**src/rtl/multicycle_controller_if.sv**
```systemverilog
// Control/status bundle between the multicycle controller and the datapath.
// master = controller side, slave = datapath side.
interface multicycle_controller_if;
  logic [3:0] Cond;
  logic [1:0] Op;
  logic [5:0] Funct;
  logic [3:0] Rd;
  logic [3:0] ALUFlags;
  logic       PCWrite;
  logic       MemWrite;
  logic       RegWrite;
  logic       IRWrite;
  logic       AdrSrc;
  logic [1:0] RegSrc;
  logic [1:0] ALUSrcA;
  logic [1:0] ALUSrcB;
  logic [1:0] ResultSrc;
  logic [1:0] ImmSrc;
  logic [1:0] ALUControl;

  modport master (
    input  Cond, Op, Funct, Rd, ALUFlags,
    output PCWrite, MemWrite, RegWrite, IRWrite, AdrSrc,
    output RegSrc, ALUSrcA, ALUSrcB, ResultSrc, ImmSrc, ALUControl
  );

  modport slave (
    output Cond, Op, Funct, Rd, ALUFlags,
    input  PCWrite, MemWrite, RegWrite, IRWrite, AdrSrc,
    input  RegSrc, ALUSrcA, ALUSrcB, ResultSrc, ImmSrc, ALUControl
  );
endinterface

```
**src/rtl/multicycle_controller.sv**
```systemverilog
// Multicycle ARM control unit: Moore main FSM, ALU decoder,
// NZCV flag register and condition-field evaluation.
module multicycle_controller #(
  parameter logic [3:0] FLAGS_RST = 4'b0000
) (
  input logic             clk,
  input logic             reset,
  multicycle_controller_if.master bus
);

  typedef enum logic [3:0] {
    FETCH, DECODE, MEMADR, MEMRD, MEMWB,
    MEMWR, EXECR, EXECI, ALUWB, BRANCH
  } state_t;

  state_t state, next;

  logic [1:0] nz, cv;
  logic       cond_r;
  logic       cond_ex;

  logic       next_pc, reg_w, mem_w;
  logic       branch, alu_op;
  logic       adr_src;
  logic [1:0] src_a, src_b, res_src;

  logic [3:0] cmd;
  logic       cmd_ok;
  logic [1:0] dp_ctl;
  logic       flag_w_nz, flag_w_cv;
  logic       rd_pc, pcs;

  assign cmd = bus.Funct[4:1];

  always_ff @(posedge clk) begin
    if (reset) state <= FETCH;
    else       state <= next;
  end

  always_comb begin
    next    = state;
    next_pc = 1'b0;
    reg_w   = 1'b0;
    mem_w   = 1'b0;
    branch  = 1'b0;
    alu_op  = 1'b0;
    adr_src = 1'b0;
    src_a   = 2'b00;
    src_b   = 2'b00;
    res_src = 2'b00;
    unique case (state)
      FETCH: begin
        next    = DECODE;
        next_pc = 1'b1;
        src_a   = 2'b01;
        src_b   = 2'b10;
        res_src = 2'b10;
      end
      DECODE: begin
        src_a   = 2'b01;
        src_b   = 2'b10;
        res_src = 2'b10;
        unique case (bus.Op)
          2'b00:   next = bus.Funct[5] ? EXECI : EXECR;
          2'b01:   next = MEMADR;
          2'b10:   next = BRANCH;
          default: next = FETCH;
        endcase
      end
      MEMADR: begin
        src_b = 2'b01;
        next  = bus.Funct[0] ? MEMRD : MEMWR;
      end
      MEMRD: begin
        adr_src = 1'b1;
        next    = MEMWB;
      end
      MEMWB: begin
        res_src = 2'b01;
        reg_w   = 1'b1;
        next    = FETCH;
      end
      MEMWR: begin
        adr_src = 1'b1;
        mem_w   = 1'b1;
        next    = FETCH;
      end
      EXECR: begin
        alu_op = 1'b1;
        next   = ALUWB;
      end
      EXECI: begin
        src_b  = 2'b01;
        alu_op = 1'b1;
        next   = ALUWB;
      end
      ALUWB: begin
        // unsupported DP commands retire as no-ops
        reg_w = cmd_ok;
        next  = FETCH;
      end
      BRANCH: begin
        src_a   = 2'b10;
        src_b   = 2'b01;
        res_src = 2'b10;
        branch  = 1'b1;
        next    = FETCH;
      end
      default: next = FETCH;
    endcase
  end

  always_comb begin
    dp_ctl = 2'b00;
    cmd_ok = 1'b1;
    case (cmd)
      4'b0100: dp_ctl = 2'b00;
      4'b0010: dp_ctl = 2'b01;
      4'b0000: dp_ctl = 2'b10;
      4'b1100: dp_ctl = 2'b11;
      default: cmd_ok = 1'b0;
    endcase
  end

  assign flag_w_nz = alu_op & bus.Funct[0] & cmd_ok;
  assign flag_w_cv = flag_w_nz &
                     (cmd == 4'b0100 | cmd == 4'b0010);

  always_comb begin
    cond_ex = 1'b0;
    case (bus.Cond)
      4'b0000: cond_ex = nz[0];
      4'b0001: cond_ex = ~nz[0];
      4'b0010: cond_ex = cv[1];
      4'b0011: cond_ex = ~cv[1];
      4'b0100: cond_ex = nz[1];
      4'b0101: cond_ex = ~nz[1];
      4'b0110: cond_ex = cv[0];
      4'b0111: cond_ex = ~cv[0];
      4'b1000: cond_ex = cv[1] & ~nz[0];
      4'b1001: cond_ex = ~(cv[1] & ~nz[0]);
      4'b1010: cond_ex = nz[1] == cv[0];
      4'b1011: cond_ex = nz[1] != cv[0];
      4'b1100: cond_ex = ~nz[0] & (nz[1] == cv[0]);
      4'b1101: cond_ex = ~(~nz[0] & (nz[1] == cv[0]));
      4'b1110: cond_ex = 1'b1;
      default: cond_ex = 1'b0;
    endcase
  end

  always_ff @(posedge clk) begin
    if (reset) begin
      nz     <= FLAGS_RST[3:2];
      cv     <= FLAGS_RST[1:0];
      cond_r <= 1'b0;
    end else begin
      if (state == DECODE) cond_r <= cond_ex;
      if (flag_w_nz & cond_r) nz <= bus.ALUFlags[3:2];
      if (flag_w_cv & cond_r) cv <= bus.ALUFlags[1:0];
    end
  end

  assign rd_pc = bus.Rd == 4'd15;
  assign pcs   = branch | (reg_w & rd_pc);

  assign bus.PCWrite    = next_pc | (pcs & cond_r);
  assign bus.MemWrite   = mem_w & cond_r;
  assign bus.RegWrite   = reg_w & cond_r & ~rd_pc;
  assign bus.IRWrite    = next_pc;
  assign bus.AdrSrc     = adr_src;
  assign bus.RegSrc     = {bus.Op == 2'b01, bus.Op == 2'b10};
  assign bus.ALUSrcA    = src_a;
  assign bus.ALUSrcB    = src_b;
  assign bus.ResultSrc  = res_src;
  assign bus.ImmSrc     = bus.Op;
  assign bus.ALUControl = alu_op ? dp_ctl : 2'b00;

endmodule

```
**src/flat_wrapper.sv**
```systemverilog
// flat-port wrapper written by rule: the top's interface ports become plain ports
module multicycle_controller_flat 
#(
  parameter logic [3:0] FLAGS_RST = 4'b0000
)
  (clk, reset, bus_Cond, bus_Op, bus_Funct, bus_Rd, bus_ALUFlags, bus_PCWrite, bus_MemWrite, bus_RegWrite, bus_IRWrite, bus_AdrSrc, bus_RegSrc, bus_ALUSrcA, bus_ALUSrcB, bus_ResultSrc, bus_ImmSrc, bus_ALUControl);
  multicycle_controller_if bus_i ();
  input logic clk;
  input logic reset;
  input wire logic [$bits(bus_i.Cond)-1:0] bus_Cond;
  input wire logic [$bits(bus_i.Op)-1:0] bus_Op;
  input wire logic [$bits(bus_i.Funct)-1:0] bus_Funct;
  input wire logic [$bits(bus_i.Rd)-1:0] bus_Rd;
  input wire logic [$bits(bus_i.ALUFlags)-1:0] bus_ALUFlags;
  output wire logic [$bits(bus_i.PCWrite)-1:0] bus_PCWrite;
  output wire logic [$bits(bus_i.MemWrite)-1:0] bus_MemWrite;
  output wire logic [$bits(bus_i.RegWrite)-1:0] bus_RegWrite;
  output wire logic [$bits(bus_i.IRWrite)-1:0] bus_IRWrite;
  output wire logic [$bits(bus_i.AdrSrc)-1:0] bus_AdrSrc;
  output wire logic [$bits(bus_i.RegSrc)-1:0] bus_RegSrc;
  output wire logic [$bits(bus_i.ALUSrcA)-1:0] bus_ALUSrcA;
  output wire logic [$bits(bus_i.ALUSrcB)-1:0] bus_ALUSrcB;
  output wire logic [$bits(bus_i.ResultSrc)-1:0] bus_ResultSrc;
  output wire logic [$bits(bus_i.ImmSrc)-1:0] bus_ImmSrc;
  output wire logic [$bits(bus_i.ALUControl)-1:0] bus_ALUControl;
  assign bus_i.Cond = bus_Cond;
  assign bus_i.Op = bus_Op;
  assign bus_i.Funct = bus_Funct;
  assign bus_i.Rd = bus_Rd;
  assign bus_i.ALUFlags = bus_ALUFlags;
  assign bus_PCWrite = bus_i.PCWrite;
  assign bus_MemWrite = bus_i.MemWrite;
  assign bus_RegWrite = bus_i.RegWrite;
  assign bus_IRWrite = bus_i.IRWrite;
  assign bus_AdrSrc = bus_i.AdrSrc;
  assign bus_RegSrc = bus_i.RegSrc;
  assign bus_ALUSrcA = bus_i.ALUSrcA;
  assign bus_ALUSrcB = bus_i.ALUSrcB;
  assign bus_ResultSrc = bus_i.ResultSrc;
  assign bus_ImmSrc = bus_i.ImmSrc;
  assign bus_ALUControl = bus_i.ALUControl;
  multicycle_controller #(.FLAGS_RST(FLAGS_RST)) u_core (.clk(clk), .reset(reset), .bus(bus_i));
endmodule
```
**config.mk**
```make
export PLATFORM = sky130hd
export DESIGN_NAME = multicycle_controller_flat
export DESIGN_NICKNAME = d
export VERILOG_FILES = /design/src/rtl/multicycle_controller_if.sv /design/src/rtl/multicycle_controller.sv /design/src/flat_wrapper.sv
export SDC_FILE = /design/constraint.sdc
export NUM_CORES = 1
export LEC_CHECK = 0
export ABC_AREA = 1
export CAP_MARGIN = 40
export CORE_MARGIN = 4
export CORE_UTILIZATION = 44
export CTS_CLUSTER_SIZE = 14
export DETAILED_ROUTE_END_ITERATION = 10
export GPL_ROUTABILITY_DRIVEN = 0
export PLACE_DENSITY = 0.84
export SKIP_CTS_REPAIR_TIMING = 1
export SLEW_MARGIN = 20
export SYNTH_ARGS = -nofsm -noshare
export SYNTH_HDL_FRONTEND = slang
export SYNTH_SLANG_ARGS = --single-unit
export TNS_END_PERCENT = 5
```
**constraint.sdc**
```tcl
create_clock -name clk -period 1.7 [get_ports clk]
set_input_delay 0.34 -clock clk [delete_from_list [all_inputs] [get_ports clk]]
set_output_delay 0.34 -clock clk [all_outputs]
set_load 0.02 [all_outputs]
```
== Word-level counts from Yosys, hierarchy flattened ==
Cells that the tools add are included.
Word-level totals
  output and inout bits: 17
  bits of input ports: 22
  logic and storage cells: 84
  flip-flop bits (word level): 9
Operators by class
  mux-type cells: 17
  reduce and logical (&&, ||, !) cells: 10
  bitwise logic cells: 22
  equality and inequality tests: 31
Operators by type and width (count)
  $eq 4x4->1 const B: 11
  $eq 4x3->1 const B: 9
  $eq 4x2->1 const B: 5
  $pmux 4 s5: 1
  $pmux 1 s15: 1
  $and 1x1->1: 12
  $logic_not 4->1: 3
  $pmux 2 s2: 3
  $pmux 4 s3: 1
  $eq 4x1->1 const B: 2
  $mux 1: 7
  $not 1->1: 7
  $pmux 2 s3: 1
  $reduce_or 2->1: 3
  $reduce_or 3->1: 2
  $reduce_or 4->1: 1
  $mux 3: 1
  $or 1x1->1: 3
  $eq 2x1->1 const B: 1
  $eq 2x2->1 const B: 1
  $logic_not 2->1: 1
  $mux 2: 1
  $pmux 1 s2: 1
  $eq 1x1->1: 1
  $ne 1x1->1: 1

== Longest topological paths before layout ==
Gate-level depths: netlist of the first run.
  depth after elaboration: 8
  mapped depth: 10
  mapped depth without buffers: 10

== Worst setup path before layout of the first run ==
OpenSTA, ideal clock, no wires.
  kind: reg-to-output
  from: register u_core.state[1]
  to: output port bus_RegWrite
  required time: 1360 ps
  setup slack: -217 ps
  path buffers: 1
  arrival time: 1577 ps
  cell stages (with the launch flop): 8
  cells stage by stage: dfxtp_1 clkbuf_8 nor2_1 inv_1 nor3_1 a21o_1 nand2_1 nor2_1
Between the ends
  longest elaborated chain between the ends: 4
  elaborated cells on any way between the ends: 5
  those cells by class: eq/ne: 2; mux: 1; bitwise: 2
RTL lines
  start: declaration: RTL line multicycle_controller.sv:16  | state_t state, next;
  start signal: assignment: RTL line multicycle_controller.sv:37  | else state <= next;
  $eq 4x4->1 or $eq 4x3->1 (tied branches): RTL line multicycle_controller.sv:51  | unique case (state)
  $pmux 1 s2 (*): RTL line multicycle_controller.sv:51
  $and 1x1->1 (*) (2 in series): RTL line multicycle_controller.sv:168  | assign bus.RegWrite = reg_w & cond_r & ~rd_pc;
  end: declaration: RTL line flat_wrapper.sv:17  | output wire logic [$bits(bus_i.RegWrite)-1:0] bus_RegWrite;
Every way passes the cells marked *; elsewhere a longest branch is shown, timed or not.

== Final worst setup path of the first run ==
  from: input port bus_Funct[3]
  to: output port bus_PCWrite
Between the ends
  longest elaborated chain between the ends: 8
  elaborated cells on any way between the ends: 11
  those cells by class: eq/ne: 3; mux: 2; bitwise: 4; reduce/logical: 2
RTL lines
  start: declaration: RTL line flat_wrapper.sv:12  | input wire logic [$bits(bus_i.Funct)-1:0] bus_Funct;
  $eq 4x4->1 (tied with other cells): RTL line multicycle_controller.sv:116  | case (cmd)
  $reduce_or 4->1 (no line) (*)
  $mux 1 (*): RTL line multicycle_controller.sv:116
  $pmux 1 s2 (*): RTL line multicycle_controller.sv:51
  $and 1x1->1 (*): RTL line multicycle_controller.sv:164  | assign pcs = branch | (reg_w & rd_pc);
  $or 1x1->1 (*): RTL line multicycle_controller.sv:164
  $and 1x1->1 (*): RTL line multicycle_controller.sv:166  | assign bus.PCWrite = next_pc | (pcs & cond_r);
  $or 1x1->1 (*): RTL line multicycle_controller.sv:166
  end: declaration: RTL line flat_wrapper.sv:15  | output wire logic [$bits(bus_i.PCWrite)-1:0] bus_PCWrite;
Marked as above.

==> results of run 1 <==
-- worst max-delay path, stage by stage --
cell,delay [ns]
dlymetal6s2s_1,0.15
nand2_1,0.08
inv_1,0.06
o21ai_2,0.18
nand3_2,0.11
a21o_1,0.20
nand3_1,0.07
nand3b_1,0.10
buf_6,0.14
-- cells in the mapped netlist (all sizes together) --
cell,number
nand3b,3
a211oi,5
o21ai,3
nor2,36
buf,4
clkbuf,2
o22ai,1
a21o,1
a21oi,3
dfxtp,9
nand2,36
o211ai,1
a31o,1
nor3,5
inv,26
nand3,20
-- per-layer routing --
metal  global-route usage [%]  vias to the layer above  part of all wire, %
li1                         -                      601                    -
met4                    10.92                        0                  2.5
met5                        0                        -                    0
met1                    24.14                      538                   42
met2                    37.03                       50                   48
met3                    1.719                        7                  7.2
-- area by class of cell --
cell class / instances / area [um2] / share of cell area, %
Inverter: 26 / 97.59 / 6.897
Tap cell: 25 / 31.28 / 2.210
Clock buffer: 4 / 26.28 / 1.857
Multi-Input combinational cell: 115 / 565.5 / 39.96
Sequential cell: 9 / 182.7 / 12.91
Timing Repair Buffer: 57 / 511.7 / 36.16
-- worst paths after layout --
kind,slack [ns],endpoint
max,-0.09,bus_PCWrite
min,0.55,u_core.state[0]
max reg2reg,0.40,u_core.nz[0]
min reg2reg,0.55,u_core.state[0]
-- registers in the layout, summed over array words and instances, names as in the netlist --
name and cells:
u_core.state 4, u_core.cv 2, u_core.nz 2, u_core.cond_r 1
-- report_power, final --
part	total [uW]	switching, uW	internal, uW
sequential	230	9.35	220
clock	174	83.0	91.0
combinational	313	158	155
total	717	250	466
-- logic make-up (layout without fill, tap and decap cells) --
group | Yosys count | in the layout | share of synthesized area (%)
AOI/OAI and AO/OA | 15 | 15 | 11.40
buffers and inverters | 32 | 87 | 16.66
DFF | 9 | 9 | 21.05
and+or+nand+nor | 100 | 100 | 50.88
-- stage by stage --
step | cell area, um2 | cells | hold slack [ns]
after floorplan | 865.8 | 156 | 0.4668
after global routing | 1415 | 236 | 0.5720
final | 1415 | 236 | 0.5522
after CTS | 1394 | 235 | 0.5435
after detailed placement | 1368 | 231 | 0.5314
after global placement | 1368 | 231 | 0.5143
==> impl_results.md, run 1 <==
- CP Launch Point: bus_Funct[3]
- VDD IR max: approximately 410 uV
- Final Slew Violations: 0
- Worst R2R Start: u_core.state[2]
- Dpl ws: -0.8143 ns
- Hold WC Path Type: flip-flop to flip-flop
- Tcrit/Tclk final: 105.1%
- Vias in the first global route: ~1100
- Die H: 52.10 um
- Rel. slew slack: 78.01%
- Post-route ant nets: 0
- P&R area growth vs syn: 65.35%
- Vias: about 1200
- Layout cells sized above 1: 22.75%
- Netlist cell types: 22
- Tmin final: between 1.5 and 2 ns
- Total routed wirelength: 2706 um
- Max Clk Rate: between 500 and 600 MHz
- Core Region: 0.001783 mm2
- Crit Path Class: input port to primary output
- Total of max-cap violations: 0
- RSZ-0062 raised after global routing: true
- Final Hold Vio Count: 0
- Most common cell after layout, fill and taps aside: nand2_1
- Grt total ovfl: 0
- Root buf cell: clkbuf_4
- Dominant cells by area after synthesis: dfxtp_1 (21%), nand2_1 (15%), nor2_1 (15%), nand3_1 (12%), inv_1 (11%)
- CP Max Fanout: 3
- Top-area cell type share of the netlist area: 21.05%
- Failing checks: setup timing
- Clock Sinks: 9
- Largest net degree at the start of global routing: 10
- Largest area contributor in the netlist: dfxtp_1
- CTS tree: yes
- Reg2Reg Depth: 6
- Worst skew pair latency: about 0.27 ns
- CTS H-tree depth: 1
- Fin nets: ~230
- First DRT Iteration DRCs: 28
- Most frequent cells in the layout: nand2_1 (35), nor2_1 (31), inv_1 (25)
- Register area share after synthesis: 21.05%
- Setup Skew: 0.001387 ns
- Setup TNS: -0.1077 ns
- Post-Syn Area: between 800 and 900 um2
- Initial Utilization: 48.00%
- Drt pass-1 iters: 4
- Worst path arrival time: 1.45 ns
- Critical Path RT: 1.36 ns
- CP Capture Type: primary output
- # setup viols final: 2
- Final Core Density: between 70% and 80%
- Gr usage total: 20.74%
- Initial antenna violation count: 0
- # IOs: 39
- Ys Warns: 0
- Die area: roughly 0.0027 mm2
- FF+latch count, synth: 9
- # diodes: 0
- # DRC: 0
- Post-DP HPWL: 2219 um
- Num CTS Buffers: 3
- Outcome: complete, but fails checks
- Die width: 52.10 um
- Final Worst Setup Slack: -0.08594 ns
- Port bufs: 38
- Total Power: a little over 700 uW
- Startpoint Class: input port
- Via density per instance: 5.068
- Net Count, Synth: 178
- Cell count of the worst hold path: 2
- Wire per inst: between 10 and 15 um
- Power Density: 506.4 mW/mm2
- Slew @ Worst Pin: 0.3288 ns
- Hold Startpoint: u_core.state[0]
- Row Count: 15
- Post-Syn Instances: 156
- Mapped Avg Cell Area: roughly 5.5 um2
- Filler Cell Count: 125
- First-pass GRT wire length: about 4300 um
- CTS clk-pin slew, worst paths: ~0.06 ns
- Clock Tree Buf Depth: 2
- Total leakage power: 0.0007760 uW
No activity file was read; power rests on OpenSTA's default activity.
==> inputs of run 2 (changes only) <==
--- a/config.mk
+++ b/config.mk
@@ -7,13 +7,11 @@
 export LEC_CHECK = 0
 export ABC_AREA = 1
 export CAP_MARGIN = 40
-export CORE_MARGIN = 4
 export CORE_UTILIZATION = 44
 export CTS_CLUSTER_SIZE = 14
 export DETAILED_ROUTE_END_ITERATION = 10
 export GPL_ROUTABILITY_DRIVEN = 0
 export PLACE_DENSITY = 0.84
-export SKIP_CTS_REPAIR_TIMING = 1
 export SLEW_MARGIN = 20
 export SYNTH_ARGS = -nofsm -noshare
 export SYNTH_HDL_FRONTEND = slang
==> constraint.sdc (replaced) <==
create_clock -name clk -period 1.7 [get_ports clk]
set_input_delay 0.425 -clock clk [delete_from_list [all_inputs] [get_ports clk]]
set_output_delay 0.425 -clock clk [all_outputs]
set_load 0.02 [all_outputs]
==> run 2 against run 1 <==
- sequential power hardly changed
- critical path type is now flip-flop to primary output
- cell area is 5.9% higher
- maximum frequency down 1.5%
- largest cell class unchanged
- final cell count increased by 4.2%
- the run still ends with setup timing left
==> impl_results.md, run 2 (same netlist as run 1, synthesis figures left out) <==
- Setup Skew: 0.001808 ns
- Power Density: 491.7 mW/mm2
- Die H: 46.10 um
- Largest net degree at the start of global routing: 10
- Num CTS Buffers: 3
- CTS H-tree depth: 1
- Initial antenna violation count: 0
- Port bufs: 38
- Critical Path RT: 1.27 ns
- Largest register FFs: 4
- Grt met2 use: 54.93%
- Die area: 0.002125 mm2
- CP max stage cell: dfxtp_2
- Initial Utilization: between 40 and 50%
- Clock Tree Buf Depth: 2
- Slew @ Worst Pin: between 0.3 and 0.4 ns
- CTS clk-pin slew, worst paths: 0.06 ns
- CTS tree: yes
- Most frequent cells in the layout: buf_4 (38), nand2_1 (35), nor2_1 (29)
- Fin nets: approximately 240
- Total leakage power: roughly 0.0008 uW
- Worst path arrival time: 1.39 ns
- Largest Register: u_core.state
- Final Slew Violations: 0
- Via density per instance: 5.138
- Final Worst Setup Slack: -0.1131 ns
- Biggest regs: u_core.state x4, u_core.cv x2, u_core.nz x2
- Clock Sinks: 9
- First DRT Iteration DRCs: 36
- Worst skew pair latency: 0.26 ns
- Post-DP Area: 0.001425 mm2
- Wire per inst: 12.89 um
- Rel. slew slack: between 70% and 80%
- Outcome: complete, but fails checks
- # diodes: 0
- VDD IR max: 446.2 uV
- Vias: 1264
- Total Power: 737.0 uW
- Placed insts: around 240
- Final Hold Vio Count: 0
- Root buf cell: clkbuf_4
- Total routed wirelength: 3170 um
- Cells along the critical path: nor2_2 > inv_2 > nor3_4 > a21o_1 > nand3_1 > nand3b_1 > buf_6
- Total of max-cap violations: 0
- Crit Path Class: flip-flop to primary output
- Startpoint Class: flip-flop
- Max Clk Rate: approximately 550 MHz
- Tcrit/Tclk final: 106.7%
- CP Max Fanout: 4
- Die width: 46.10 um
- Met1 usage: 33.01%
- Failing checks: setup timing
- First-pass GRT wire length: 4443 um
- Tmin final: 1.813 ns
- Post-DP HPWL: roughly 2200 um
- CP Capture Type: primary output
- Core Region: between 0.0015 and 0.002 mm2
- P&R area growth vs syn: 75.15%
- # IOs: 39
- Drt pass-1 iters: 5
- Design area: between 0.001 and 0.0015 mm2
- Gr usage total: 29.36%
- Final cell count without fillers: 246
- Post-route ant nets: 0
- Most common cell after layout, fill and taps aside: buf_4
- Layout cells sized above 1: 34.39%
- RSZ-0062 raised after global routing: true
- Vias in the first global route: 1130
- M3 GR Usage: ~4.3%
- Final Core Density: 84.07%
- # setup viols final: 7
- Dpl ws: -1.009 ns
- Hold WC Path Type: flip-flop to flip-flop
- Row Count: 15
- # DRC: 0
- CP max stage delay: 0.36 ns
- Grt total ovfl: 0
- GRT busiest layer: met2
run 2: timing repair:
item,4_1_cts,5_1_grt
gates resized for setup,89,27
setup endpoints to repair,17,16
hold endpoints to repair,0,0
setup buffers,2,3
hold buffers,0,0
pin swaps,7,8
run 2: path summary, 6_finish.rpt:
kind / startpoint / end / slack (ns) / cells past startpoint
max: u_core.state[1] / bus_PCWrite / -0.11 / 7
min: u_core.cond_r / u_core.cond_r / 0.55 / 2
max reg2reg: u_core.state[2] / u_core.cv[1] / 0.12 / 8
min reg2reg: u_core.cond_r / u_core.cond_r / 0.55 / 2
run 2: worst max-delay path: cells and delay by family, from the launching register on:
family | cells | cell delay [ns]
AND/OR/NAND/NOR | 4 | 0.46
flip-flops | 1 | 0.36
buffers and inverters | 2 | 0.19
AO/OA/AOI/OAI | 1 | 0.13
run 2: stage by stage:
stage           TNS, ns  hold WS, ns
3_5_place_dp     -6.893       0.5251
3_3_place_gp     -5.794       0.5130
2_1_floorplan  -0.01725       0.4668
5_1_grt          -1.001       0.5859
6_report        -0.4846       0.5488
4_1_cts         -0.3891       0.5318
run 2: per-layer routing:
metal  wire, um  vias up
met5          0        -
met4         68        0
met3        168        9
met2       1625       57
met1       1307      573
li1           -      625
run 2: layout make-up:
cell class,instances,area [um2]
Clock buffer,4,26.28
Fill cell,123,284.0
Inverter,26,97.59
Multi-Input combinational cell,115,595.6
Sequential cell,9,185.2
Tap cell,25,31.28
Timing Repair Buffer,67,563.0
run 2: report_power, final:
| group | switching, uW | total, uW | leakage (uW) | internal (uW) |
|---|---|---|---|---|
| clock network | 75.5 | 166 | 0.0000150 | 90.5 |
| registers | 12.0 | 233 | 0.0000747 | 221 |
| logic | 174 | 338 | 0.000688 | 164 |
==> inputs of run 3 (changes only) <==
--- a/config.mk
+++ b/config.mk
@@ -7,11 +7,11 @@
 export LEC_CHECK = 0
 export ABC_AREA = 1
 export CAP_MARGIN = 40
-export CORE_UTILIZATION = 44
+export CORE_UTILIZATION = 41
 export CTS_CLUSTER_SIZE = 14
 export DETAILED_ROUTE_END_ITERATION = 10
 export GPL_ROUTABILITY_DRIVEN = 0
-export PLACE_DENSITY = 0.84
+export PLACE_DENSITY = 0.79
 export SLEW_MARGIN = 20
 export SYNTH_ARGS = -nofsm -noshare
 export SYNTH_HDL_FRONTEND = slang
==> constraint.sdc (replaced) <==
create_clock -name clk -period 1.68 [get_ports clk]
set_input_delay 0.42 -clock clk [delete_from_list [all_inputs] [get_ports clk]]
set_output_delay 0.42 -clock clk [all_outputs]
set_load 0.02 [all_outputs]
==> run 3 against run 2 <==
- the run still ends with setup timing left
- sequential power increased by 2%
- final cell count rose by 2.4%
- critical endpoint unchanged
- first-iteration DRC count is 28% higher
- clock skew up 0.0021 ns
- critical path depth unchanged
- hold slack got worse by 0.022 ns
- combinational power grew 6.5%
- cell area is 2.0% higher
- via count grew 1.4%
==> impl_results.md, run 3 (same netlist as run 1, synthesis figures left out) <==
- Outcome: complete, but fails checks
- Failing checks: setup timing
- # IOs: 39
- VDD IR max: 433.5 uV
- Initial Utilization: 43.62%
- Gr usage total: 29.91%
- Vias in the first global route: between 1000 and 1500
- Tmin final: about 1.8 ns
- Count of hold-fix buffers inserted at cts: 0
- Root buf cell: clkbuf_4
- Wire per inst: approximately 13 um
- CTS clk-pin slew, worst paths: 0.06 ns
- Post-DP HPWL: 2232 um
- CTS H-tree depth: 1
- Layout cells sized above 1: 37.33%
- Crit Path Class: flip-flop to primary output
- First DRT Iteration DRCs: 46
- Hold WC Path Type: flip-flop to flip-flop
- First-pass GRT wire length: about 4700 um
- # setup viols final: 7
- # diodes: 0
- Core Region: 0.001962 mm2
- Total of max-cap violations: 0
- Total leakage power: 0.0007805 uW
- Startpoint Class: flip-flop
- Final Worst Setup Slack: -0.1632 ns
- Most frequent cells in the layout: buf_4 (42), nand2_1 (35), nor2_1 (27)
- Slew @ Worst Pin: 0.3871 ns
- Largest net degree at the start of global routing: 10
- Die H: 47.69 um
- Setup Skew: 0.003861 ns
- Largest Register: u_core.state
- Fin nets: 248
- Drt pass-1 iters: 4
- Max Clk Rate: around 540 MHz
- CP Max Fanout: 4
- RSZ-0062 raised after global routing: true
- Worst path arrival time: 1.42 ns
- Die width: around 48 um
- Power Density: 510.5 mW/mm2
- Initial antenna violation count: 0
- Clock Sinks: 9
- Num CTS Buffers: 3
- Post-route ant nets: 0
- Largest register FFs: 4
- Critical Path RT: 1.26 ns
- Final Hold Vio Count: 0
- Filler Cell Count: 172
- Biggest regs: u_core.state x4, u_core.cv x2, u_core.nz x2
- CP Capture Type: primary output
- Die area: 0.002274 mm2
- # DRC: 0
- Tcrit/Tclk final: 109.7%
- Worst skew pair latency: 0.28 ns
- Total routed wirelength: 3255 um
- P&R area growth vs syn: 78.66%
- Dpl ws: -0.9485 ns
- Via density per instance: just over 5
- Clock Tree Buf Depth: 2
- Rel. slew slack: 74.11%
- Most common cell after layout, fill and taps aside: buf_4
- Final Slew Violations: 0
- Port bufs: 38
- Grt total ovfl: 0
- Final Core Density: just under 80%
- Row Count: 16
- Vias: 1282
- CTS tree: yes
==> run 3: cell types whose count changed in the layout (fill, tap and decap cells not counted), sizes merged <==
cell	before	now
buf	48	52
clkbuf	4	5
clkdlybuf4s50	14	15
dlygate4sd2	1	0
dlymetal6s2s	3	2
==> run 3: metal layers <==
metal / vias to the layer above / part of all wire, % / global-route usage [%]
met3: 6 / 5.1 / 5.660
met5: - / 0 / 0
met2: 60 / 53 / 56.22
met4: 0 / 1.9 / 15.56
met1: 586 / 40 / 30.98
li1: 630 / - / -
==> run 3: worst max-delay path, stage by stage (launching register included) <==
cell,delay (ns)
dfxtp_2,0.36
nor2_1,0.15
inv_2,0.08
nor3_4,0.14
a21o_1,0.12
nand3_1,0.07
nand3b_1,0.11
buf_6,0.12
==> run 3: path summary, 6_finish.rpt <==
check / from / endpoint / slack (ns) / cells past startpoint
min reg2reg: u_core.cv[1] / u_core.cv[1] / 0.53 / 2
min: u_core.cv[1] / u_core.cv[1] / 0.53 / 2
max: u_core.state[1] / bus_PCWrite / -0.16 / 7
max reg2reg: u_core.state[3] / u_core.nz[1] / 0.24 / 7
==> run 3: what timing repair did <==
| item | in CTS | in global routing |
|---|---|---|
| setup buffers | 9 | 1 |
| gates cloned | 0 | 0 |
| pin swaps | 9 | 9 |
| resized for setup | 102 | 22 |
| endpoints found under the hold margin | 0 | 0 |
| setup endpoints to repair | 17 | 16 |
==> run 3: stage by stage <==
step	std cells	power, uW	hold WS (ns)	area (um2)	TNS [ns]
6_report	252	780.6	0.5264	1529	-0.5564
5_1_grt	252	818.2	0.5606	1529	-1.274
4_1_cts	251	752.7	0.5301	1503	-0.7259
2_1_floorplan	156	389.0	0.4668	878.3	-0.04725
3_5_place_dp	238	563.7	0.5152	1420	-7.173
3_3_place_gp	238	555.8	0.5107	1420	-6.341
==> run 3: report_power, final <==
group	leakage (uW)	internal (uW)	total, uW	switching, uW
clock	0.0000150	92.3	183	90.4
sequential	0.0000750	224	238	14.1
combinational	0.000690	176	360	184
==> run 3: layout make-up <==
type / instances / area [um2] / area share [%]
Timing Repair Buffer: 71 / 575.6 / 37.64
Sequential cell: 9 / 187.7 / 12.27
Tap cell: 27 / 33.78 / 2.209
Multi-Input combinational cell: 115 / 605.6 / 39.61
Inverter: 26 / 100.1 / 6.547
Clock buffer: 4 / 26.28 / 1.718
